`src/rtl/rot_pkg.sv`:
```
// Shared definitions for the rotator arbiter: widths, requester IDs and
// the response-slot state encoding.
package rot_pkg;

   localparam int ROT_W = 8;
   localparam int AMT_W = 3;

   localparam logic ID_A = 1'b0;
   localparam logic ID_B = 1'b1;

   typedef enum logic {
      EMPTY = 1'b0,
      FULL  = 1'b1
   } slot_state_e;

endpackage

```
`src/rtl/rot8.sv`:
```
// Combinational 8-bit barrel rotator. A right rotate by k is performed as a
// left rotate by (8-k) mod 8, so one chain of left-rotate stages (1, 2, 4)
// serves both directions.
module rot8
   import rot_pkg::*;
(
   input  logic [ROT_W-1:0] data,
   input  logic [AMT_W-1:0] amt,
   input  logic             dir,
   output logic [ROT_W-1:0] out
);

   logic [AMT_W-1:0] left_amt;
   logic [ROT_W-1:0] stage1;
   logic [ROT_W-1:0] stage2;

   // dir = 1 (right) becomes the equivalent left amount; wraps naturally mod 8.
   assign left_amt = dir ? ({AMT_W{1'b0}} - amt) : amt;

   assign stage1 = left_amt[0] ? {data[ROT_W-2:0], data[ROT_W-1]}       : data;
   assign stage2 = left_amt[1] ? {stage1[ROT_W-3:0], stage1[ROT_W-1:ROT_W-2]} : stage1;
   assign out    = left_amt[2] ? {stage2[ROT_W-5:0], stage2[ROT_W-1:ROT_W-4]} : stage2;

endmodule

```
`src/rtl/rot_arbiter.sv`:
```
// Two-requester arbiter in front of the shared rot8 rotator, with a single
// registered response slot tagged by winner ID.
// Build option: define ROT_ARB_RR_EN for round-robin tie breaking; without it
// A always wins ties and no priority register exists.
//
// Handshake: a transfer happens on a rising edge where valid and ready are
// both high. Ready is a pure function of the other side's state plus the
// valids (never the payload); a requester may withdraw valid at any time
// before the transfer. The response side follows the same rule with
// rsp_valid from this block and rsp_ready from the consumer.
module rot_arbiter
   import rot_pkg::*;
(
   input  logic             clk,
   input  logic             reset_n,

   input  logic             a_valid,
   output logic             a_ready,
   input  logic [ROT_W-1:0] a_data,
   input  logic [AMT_W-1:0] a_amt,
   input  logic             a_dir,

   input  logic             b_valid,
   output logic             b_ready,
   input  logic [ROT_W-1:0] b_data,
   input  logic [AMT_W-1:0] b_amt,
   input  logic             b_dir,

   output logic             rsp_valid,
   input  logic             rsp_ready,
   output logic [ROT_W-1:0] rsp_data,
   output logic             rsp_id,

   output logic             dbg_state
);

   slot_state_e      state_q;
   logic [ROT_W-1:0] data_q;
   logic             id_q;

   logic             can_load;
   logic             win_b;
   logic             accept;

   logic [ROT_W-1:0] sel_data;
   logic [AMT_W-1:0] sel_amt;
   logic             sel_dir;
   logic [ROT_W-1:0] rot_out;

`ifdef ROT_ARB_RR_EN
   logic prio_q;

   // Tie goes to the requester named by prio; a lone requester always wins.
   assign win_b = b_valid & (~a_valid | (prio_q == ID_B));

   // After every accept the loser gets priority for the next tie.
   always_ff @(posedge clk) begin
      if (!reset_n) begin
         prio_q <= ID_A;
      end else if (accept) begin
         prio_q <= win_b ? ID_A : ID_B;
      end
   end
`else
   // Fixed priority: B only wins when A is idle.
   assign win_b = b_valid & ~a_valid;
`endif

   // Slot can take a new result when empty or when its current one leaves now.
   assign can_load = reset_n & ((state_q == EMPTY) | rsp_ready);

   assign a_ready = can_load & a_valid & ~win_b;
   assign b_ready = can_load & win_b;
   assign accept  = a_ready | b_ready;

   // Rotator operands come from whichever requester is granted.
   assign sel_data = win_b ? b_data : a_data;
   assign sel_amt  = win_b ? b_amt  : a_amt;
   assign sel_dir  = win_b ? b_dir  : a_dir;

   rot8 u_rot8 (
      .data (sel_data),
      .amt  (sel_amt),
      .dir  (sel_dir),
      .out  (rot_out)
   );

   // Response slot FSM: load on accept (even while popping), else drain on pop.
   always_ff @(posedge clk) begin
      if (!reset_n) begin
         state_q <= EMPTY;
         data_q  <= '0;
         id_q    <= ID_A;
      end else if (accept) begin
         state_q <= FULL;
         data_q  <= rot_out;
         id_q    <= win_b ? ID_B : ID_A;
      end else if (rsp_ready) begin
         state_q <= EMPTY;
      end
   end

   assign rsp_valid = (state_q == FULL);
   assign rsp_data  = data_q;
   assign rsp_id    = id_q;
   assign dbg_state = logic'(state_q);

endmodule

```
`config.mk`:
```
export PLATFORM = sky130hd
export DESIGN_NAME = rot_arbiter
export DESIGN_NICKNAME = d
export VERILOG_FILES = /design/src/rtl/rot_pkg.sv /design/src/rtl/rot8.sv /design/src/rtl/rot_arbiter.sv
export SDC_FILE = /design/constraint.sdc
export NUM_CORES = 1
export LEC_CHECK = 0
export ABC_AREA = 1
export CAP_MARGIN = 5
export CORE_UTILIZATION = 50
export CTS_CLUSTER_SIZE = 28
export DETAILED_ROUTE_END_ITERATION = 7
export GPL_TIMING_DRIVEN = 0
export HOLD_SLACK_MARGIN = 0.05
export PLACE_DENSITY_LB_ADDON = 0.1
export SYNTH_ARGS = -nofsm -noshare
export SYNTH_HDL_FRONTEND = slang
export SYNTH_HIERARCHICAL = 1
export SYNTH_SLANG_ARGS = --single-unit
```
`constraint.sdc`:
```
create_clock -name clk -period 4 [get_ports clk]
set_input_delay 0.8 -clock clk [delete_from_list [all_inputs] [get_ports clk]]
set_output_delay 0.8 -clock clk [all_outputs]
set_load 0.03 [all_outputs]
```
==> impl_metrics.toml, run 1 <==
[grt]
grt.total_usage_pct = 24.5
grt_max_degree = 11
grt_pass1_vias = 1305
grt_first_pass_wirelength_microns = 5160
antenna_found_initial = 0
overflow = 0

[setup_path]
path_max_fanout = 10
arrival_ns = 2.50
critical_path.slowest_cell = "clkdlybuf4s50_1"
cp_common_cell = "clkdlybuf4s50_1"
crit_chain = "clkdlybuf4s50_1 -> nor2_4 -> nand3_2 -> inv_1 -> clkdlybuf4s50_1"
reg2reg_depth = 5
endpoint_kind = "output port"
cp.required_ns = 3.20
crit_buf_inv = 3
r2r-start = "dbg_state$_SDFFE_PN0P_"
crit_family = "buffers and inverters"
rrSetupSlack_ns = 2.94
slowest_delay_ns = 0.67
worst-setup-path-type = "input pin to output port"
startpoint_type = "input pin"
reg2reg_to = "rsp_data[0]$_SDFFE_PN0P_"

[sta]
setup_tns_ns = 0
setup_viol = 0
max_freq_mhz = 303
timing_hold_violations_final = 0
slew_violations = 0
slew_headroom_pct = 73.0
fin_crit_ns = 3.30
fin_crit_sh_pct = 82.5
skew_ns = 0.00305
rsz0062_at_grt = "no"
worst_slew_pin_slew_ns = 0.404

[logic_synthesis]
synth_top_area_share_pct = 43.7
synth_cell_types = 21
yosysTopAreaCell = "nand2_1"
synth_seq_cells = 10
synth-edff-count = 0
syn_area_sq_um = 1270
syn_inst = 246
yosysWarningCount = 6
yosysMostFrequentCell = "nand2_1"
avgSynthCellArea_sq_um = 5.17
syn_nets = 276
synth_commonest_cells = "nand2_1, inv_1, nand3_1"
ys.flop_type = "dfxtp_1"
async_reset_ff_share_pct = 0
yosysSeqAreaShare_pct = 15.7
synth.area.top_cells = "nand2_1, dfxtp_1, nand3_1"

[cts]
hold_buffers = 0
clk_pin_slew_worst_paths_ns = 0.06
numClockSinks = 10
htree_levels = 1
numCtsBuffers = 3
cts_setup_buffers = 0
postCtsResizedCells = 0
clk_path_buf_depth = 2
clk_latency_ns = 0.26
clockRootBuffer = "clkbuf_4"
cts_tree = "built"

[floorplanning]
die_y_microns = 52.4
ioPinCount = 42
die_w_microns = 52.4
start_util_pct = 55.3
fp.dieArea_sq_um = 2750
fp.coreArea_sq_um = 2300
fp-row-count = 17

[final_layout]
synthToLayoutAreaGrowth_pct = 36.8
final_util_pct = 75.7
register_area_sq_um = 200
post_route_cells_drive_above_1_share_pct = 11.0
stdcell_count = 318
multi_input_area_sq_um = 865
n_antenna_cell = 0
layout.nets = 322
fillers = 204

[power_and_ir_drop]
p_leak_uw = 0.000987
power.share.switching_pct = 42.3
p_sw_uw = 190
power.density_nw_per_um2 = 258
power_frac_clock_pct = 15.2
p_int_uw = 259
ir_drop_mv = 0.274
comb_power_share_pct = 59.4
seq_power_share_pct = 25.4

[routing]
drc_errors = 0
drt_wl_total_microns = 2930
firstDrtPassIters = 4
via_count = 1495
ant_nets = 0
drt_iter0_drc = 39
wl_per_cell_microns = 9.21
vias_per_cell = 4.70

[min_path]
min_path_type = "flop to flop"
holdPathStages = 2
min_to = "rsp_id$_SDFFE_PN0P_"
hp-start = "rsp_id$_SDFFE_PN0P_"

[placement]
dp_hpwl_microns = 2440
place_congestion = 0.888
dp.cells = 315
port_buffers = 41

[flow_run]
maxCapViolations = 0

[outcome]
status = "finished, final reports clean"
==> worst reg2reg max path, cell delays in order (launching register included) <==
cell and delay, ns:
dfxtp_1 0.32, nand2_1 0.16, nand3_2 0.22, nand3_1 0.15, nand2_1 0.05, nor2_1 0.10
==> final cells by class <==
cell class / count / area share, %
flip-flops and latches: 10 / 11.5
repair buffers: 41 / 23.6
multi-input cells: 199 / 49.7
well taps: 28 / 2.01
clock buffers: 3 / 1.29
inverters: 28 / 6.62
plain buffers: 9 / 5.25
==> state kept, by name, summed over array words and instances (netlist names) <==
register / count
rsp_data: 8
dbg_state: 1
rsp_id: 1
==> stage by stage <==
stage,setup WS [ns],area [sq um],hold WS (ns),total power (uW)
final,0.701,1740,0.498,449
after global routing,0.603,1740,0.513,490
after CTS,0.689,1740,0.495,451
after detailed placement,0.582,1720,0.487,383
after global placement,0.664,1720,0.455,379
after floorplan,1.39,1270,0.596,304
==> routing by layer <==
| metal | share of wire, % | global-route usage, % |
|---|---|---|
| met1 | 48 | 31.6 |
| met2 | 47 | 42.4 |
| met3 | 5.0 | 4.35 |
| met4 | 0.24 | 4.39 |
| met5 | 0 | 0 |
==> power by group through the flow <==
stage               logic [uW]  clock network (uW)  registers [uW]
global placement           263                   0             116
floorplan                  168                   0             136
detailed placement         267                   0             117
global route               300                75.1             115
CTS                        268                69.0             114
finish                     267                68.2             114
==> how the worst max path moves through the flow <==
| stage | start | to | slack (ns) | depth (start not counted) |
|---|---|---|---|---|
| 2_1_floorplan | b_valid | rsp_data[1]$_SDFFE_PN0P_ | 1.39 | 18 |
| 3_3_place_gp | a_valid | rsp_data[4]$_SDFFE_PN0P_ | 0.66 | 20 |
| 3_5_place_dp | a_valid | rsp_data[4]$_SDFFE_PN0P_ | 0.58 | 19 |
| 4_1_cts | a_valid | b_ready | 0.69 | 5 |
| 5_1_grt | a_valid | b_ready | 0.60 | 5 |
| 6_report | a_valid | b_ready | 0.70 | 5 |
==> logic make-up (layout without fill, tap and decap cells) <==
logic type	after synthesis	count (layout)	synth area share [%]
compound gates	2	2	1.57
fa+ha+maj	1	1	0.984
buf+inv	37	81	16.2
flops	10	10	15.7
simple gates	196	196	65.5
==> layout by cell type (no fill, tap or decap), drive strengths merged <==
cell type,count
clkdlybuf4s50,41
clkbuf,3
inv,28
nand2,159
buf,9
o211ai,1
nand3,20
dfxtp,10
nor2,17
ha,1
a21boi,1
Note: power is estimated with default switching activity, not from simulation.
==> run 2, diff against run 1 <==
- CORE_UTILIZATION: 50 -> 46
- clock period: 4 -> 3.45 ns (I/O delays scaled with it)
==> impl_metrics.toml, run 2 (same netlist as run 1, synthesis figures left out) <==
[grt]
grt.total_usage_pct = 21.6
grt_first_pass_wirelength_microns = 4780
grt_pass1_vias = 1230
antenna_found_initial = 0
overflow = 0
grt_max_degree = 11

[floorplanning]
die_w_microns = 54.6
fp-row-count = 18
fp.dieArea_sq_um = 2980
die_y_microns = 54.6
fp.coreArea_sq_um = 2540
ioPinCount = 42
start_util_pct = 50.0

[final_layout]
synthToLayoutAreaGrowth_pct = 37.0
layout.nets = 322
layout_commonest_cell = "nand2_1"
post_route_cells_drive_above_1_share_pct = 11.0
largest_register_ffs = 8
final_cell_mix = "nand2_1, clkdlybuf4s50_1, inv_1"
stdcell_count = 320
n_antenna_cell = 0

[cts]
cts_setup_buffers = 0
clockRootBuffer = "clkbuf_4"
cts_tree = "built"
postCtsResizedCells = 0
htree_levels = 1
clk_pin_slew_worst_paths_ns = 0.06
hold_buffers = 0
clk_latency_ns = 0.26
numClockSinks = 10
numCtsBuffers = 3
clk_path_buf_depth = 2

[setup_path]
r2r-start = "dbg_state$_SDFFE_PN0P_"
crit_family = "buffers and inverters"
slowest_delay_ns = 0.66
critical_path.slowest_cell = "clkdlybuf4s50_1"
reg2reg_to = "rsp_data[6]$_SDFFE_PN0P_"
path_max_fanout = 10
arrival_ns = 2.36
cp.required_ns = 2.76
rrSetupSlack_ns = 2.38
endpoint_kind = "output port"
crit_chain = "clkdlybuf4s50_1 -> nor2_4 -> nand3_2 -> inv_1 -> clkdlybuf4s50_1"
cp_common_cell = "clkdlybuf4s50_1"
reg2reg_depth = 5
crit_buf_inv = 3
worst-setup-path-type = "input pin to output port"
startpoint_type = "input pin"

[routing]
firstDrtPassIters = 4
wl_per_cell_microns = 8.70
drc_errors = 0
drt_wl_total_microns = 2790
drt_iter0_drc = 45
vias_per_cell = 4.64
via_count = 1484
ant_nets = 0

[sta]
hold_slack_ns = 0.505
setup_tns_ns = 0
fin_crit_ns = 3.05
timing_hold_violations_final = 0
slew_violations = 0
rsz0062_at_grt = "no"
worst_slew_pin_slew_ns = 0.378
fin_crit_sh_pct = 88.3
max_freq_mhz = 328
skew_ns = 0.00261
slew_headroom_pct = 74.7
setup_viol = 0

[min_path]
min_to = "rsp_id$_SDFFE_PN0P_"
holdPathStages = 2
min_path_type = "flop to flop"
hp-start = "rsp_id$_SDFFE_PN0P_"

[power_and_ir_drop]
p_sw_uw = 214
power.density_nw_per_um2 = 295
comb_power_share_pct = 59.8
power.share.switching_pct = 41.6
ir_drop_mv = 0.458
seq_power_share_pct = 25.8
p_leak_uw = 0.000987
power_frac_clock_pct = 14.4
p_int_uw = 300

[placement]
place_congestion = 0.859
dp_hpwl_microns = 2300
dp.cells = 317
port_buffers = 41

[outcome]
status = "finished, final reports clean"

[flow_run]
maxCapViolations = 0
## run 2: power by group through the flow
stage	registers [uW]	logic, uW	clock network, uW
final	132	307	74.1
after global routing	134	348	80.9
after CTS	133	309	77.1
after detailed placement	135	307	0
after global placement	135	306	0
after floorplan	158	195	0
## run 2: through the flow
step	cell area (sq um)	worst slack (ns)	total power, uW	utilization (%)
final	1740	0.405	514	68.4
after global routing	1740	0.257	563	68.4
after CTS	1740	0.393	519	68.4
after detailed placement	1720	0.202	442	67.6
after global placement	1720	0.217	441	67.6
after floorplan	1270	0.955	352	-
## run 2: how the worst max path moves through the flow
| stage | startpoint | endpoint | slack, ns | depth (start not counted) |
|---|---|---|---|---|
| after floorplan | b_valid | rsp_data[1]$_SDFFE_PN0P_ | 0.95 | 18 |
| after global placement | a_valid | rsp_data[2]$_SDFFE_PN0P_ | 0.22 | 19 |
| after detailed placement | a_valid | rsp_data[1]$_SDFFE_PN0P_ | 0.20 | 19 |
| after CTS | a_valid | b_ready | 0.39 | 5 |
| after global routing | a_valid | rsp_data[6]$_SDFFE_PN0P_ | 0.26 | 19 |
| final | a_valid | b_ready | 0.40 | 5 |
## run 2: layout make-up
class,count,area [sq um]
flip-flops and latches,10,200
well taps,30,37.5
repair buffers,41,410
multi-input cells,199,865
plain buffers,9,91.3
inverters,28,115
clock buffers,3,22.5
fillers,247,803
## run 2: worst min-delay path, cell delays in order (launching register included)
cell and delay, ns:
dfxtp_1 0.31, nand3_1 0.09, nand2_1 0.06
## run 2: routing by layer
metal / vias up / track usage (%) / part of all wire (%)
met2: 30 / 36.8 / 44
li1: 820 / - / -
met5: - / 0 / 0
met3: 0 / 5.83 / 5.5
met1: 634 / 28.6 / 50
met4: 0 / 0 / 0
==> run 3, diff against run 2 <==
- ABC_AREA: 1 -> unset
- CORE_UTILIZATION: 46 -> 30
==> impl_metrics.toml, run 3 <==
[logic_synthesis]
synth_seq_cells = 10
synth.area.top_cells = "mux2_2, dfxtp_1, mux2i_1"
synth_commonest_cells = "mux2_2, mux2i_1, dfxtp_1"
synth-edff-count = 0
avgSynthCellArea_sq_um = 9.79
syn_nets = 126
yosysWarningCount = 6
synth_top_area_share_pct = 22.8
syn_inst = 96
async_reset_ff_share_pct = 0
synth_cell_types = 24
yosysTopAreaCell = "mux2_2"
ys.flop_type = "dfxtp_1"
syn_area_sq_um = 940
yosysMostFrequentCell = "mux2_2"
yosysSeqAreaShare_pct = 21.3

[routing]
wl_per_cell_microns = 11.7
firstDrtPassIters = 6
drc_errors = 5
ant_nets = 0
drt_iter0_drc = 21
vias_per_cell = 4.85
via_count = 848
drt_wl_total_microns = 2050

[cts]
htree_levels = 1
clk_pin_slew_worst_paths_ns = 0.06
hold_buffers = 0
clockRootBuffer = "clkbuf_4"
clk_path_buf_depth = 2
cts_tree = "built"
numClockSinks = 10
numCtsBuffers = 3
clk_latency_ns = 0.26

[sta]
fin_crit_sh_pct = 94.9
max_freq_mhz = 305
slew_violations = 0
fin_crit_ns = 3.27
slew_headroom_pct = 75.0
worst_slew_pin_slew_ns = 0.375
timing_hold_violations_final = 0
skew_ns = 0.00249
rsz0062_at_grt = "no"
setup_viol = 0

[grt]
antenna_found_initial = 0
grt_first_pass_wirelength_microns = 3440
grt_pass1_vias = 816
grt.total_usage_pct = 12.8
overflow = 0
grt_max_degree = 11

[min_path]
min_path_type = "flop to flop"
hp-start = "rsp_data[4]$_SDFFE_PN0P_"
min_to = "rsp_data[4]$_SDFFE_PN0P_"
holdPathStages = 2

[placement]
port_buffers = 41
dp_hpwl_microns = 1690
place_congestion = 0.710
post_dp_cell_area_sq_um = 1390

[setup_path]
critical_path.slowest_cell = "clkdlybuf4s50_1"
startpoint_type = "input pin"
endpoint_kind = "output port"
path_max_fanout = 10
crit_chain = "clkdlybuf4s50_1 -> buf_2 -> clkbuf_1 -> and3_1 -> clkdlybuf4s50_1"
slowest_delay_ns = 0.67
reg2reg_to = "rsp_data[1]$_SDFFE_PN0P_"
worst-setup-path-type = "input pin to output port"
cp.required_ns = 2.76
arrival_ns = 2.58
cp_common_cell = "clkdlybuf4s50_1"
reg2reg_depth = 4
r2r-start = "dbg_state$_SDFFE_PN0P_"
rrSetupSlack_ns = 2.32

[floorplanning]
ioPinCount = 42
fp.coreArea_sq_um = 2850
start_util_pct = 32.9
die_w_microns = 58.0
fp-row-count = 19
fp.dieArea_sq_um = 3360
die_y_microns = 58.0

[outcome]
violations = "DRC"
status = "finished, violations left"

[final_layout]
layout.nets = 175
synthToLayoutAreaGrowth_pct = 54.3
register_area_sq_um = 200
final_util_pct = 50.8
finalInstanceArea_sq_um = 1450
largest_register_ffs = 8
multi_input_area_sq_um = 676
final_cell_mix = "clkdlybuf4s50_1, mux2_2, mux2i_1"
n_antenna_cell = 0
layout_commonest_cell = "clkdlybuf4s50_1"
fillers = 305
post_route_cells_drive_above_1_share_pct = 31.3

[power_and_ir_drop]
p_leak_uw = 0.000597
power.density_nw_per_um2 = 360
ir_drop_mv = 0.238
finalPower_uw = 522

[flow_run]
maxCapViolations = 0
[run 3: per-stage QoR]
step	TNS (ns)	hold slack [ns]	setup slack, ns	instances
finish	0	0.461	0.175	175
global route	0	0.481	0.0331	175
CTS	0	0.464	0.0574	172
detailed placement	-1.72	0.453	-0.230	168
global placement	-1.56	0.449	-0.206	168
floorplan	0	0.587	0.602	96
[run 3: how the worst max path moves through the flow]
stage,from,to,cells after the start
2_1_floorplan,b_valid,rsp_data[0]$_SDFFE_PN0P_,11
3_3_place_gp,b_valid,rsp_data[3]$_SDFFE_PN0P_,12
3_5_place_dp,b_valid,rsp_data[1]$_SDFFE_PN0P_,12
4_1_cts,b_valid,rsp_data[1]$_SDFFE_PN0P_,12
5_1_grt,b_valid,rsp_data[7]$_SDFFE_PN0P_,13
6_report,reset_n,b_ready,5
[run 3: cells by family after synthesis]
family	synth area share [%]
AO/OA/AOI/OAI	9.32
XOR/XNOR	3.46
adder cells (fa/ha/maj)	1.33
buffers and inverters	7.06
flip-flops	21.3
multiplexers	43.4
AND/OR/NAND/NOR	14.1
[run 3: critical path: cells and delay by family]
| kind | cells | cell delay, ns |
|---|---|---|
| buffers and inverters | 4 | 1.68 |
| AND/OR/NAND/NOR | 1 | 0.21 |
[run 3: per-layer routing]
layer	vias up	part of all wire (%)	GRT usage (%)	wire length, microns
li1	444	-	-	-
met2	30	46	21.7	949
met4	0	1.4	6.12	29
met1	372	43	15.9	884
met5	-	0	0	0
met3	2	9.2	1.79	189
[run 3: area by class of cell]
class / instances / area share (%)
Clock buffer: 4 / 2.50
Tap cell: 31 / 2.67
Inverter: 3 / 0.777
Timing Repair Buffer: 44 / 29.9
Sequential cell: 10 / 13.8
Buffer: 8 / 3.80
Multi-Input combinational cell: 75 / 46.6
[run 3: where the power goes]
part           internal (uW)  switching [uW]  total, uW
combinational            144             130        275
clock                   64.1            39.3        103
sequential               134            8.87        143
[run 3: timing repair]
action	CTS	global route
endpoints found under the hold margin	0	0
gates resized for setup	0	1
buffers inserted	0	3
setup endpoints to repair	0	8
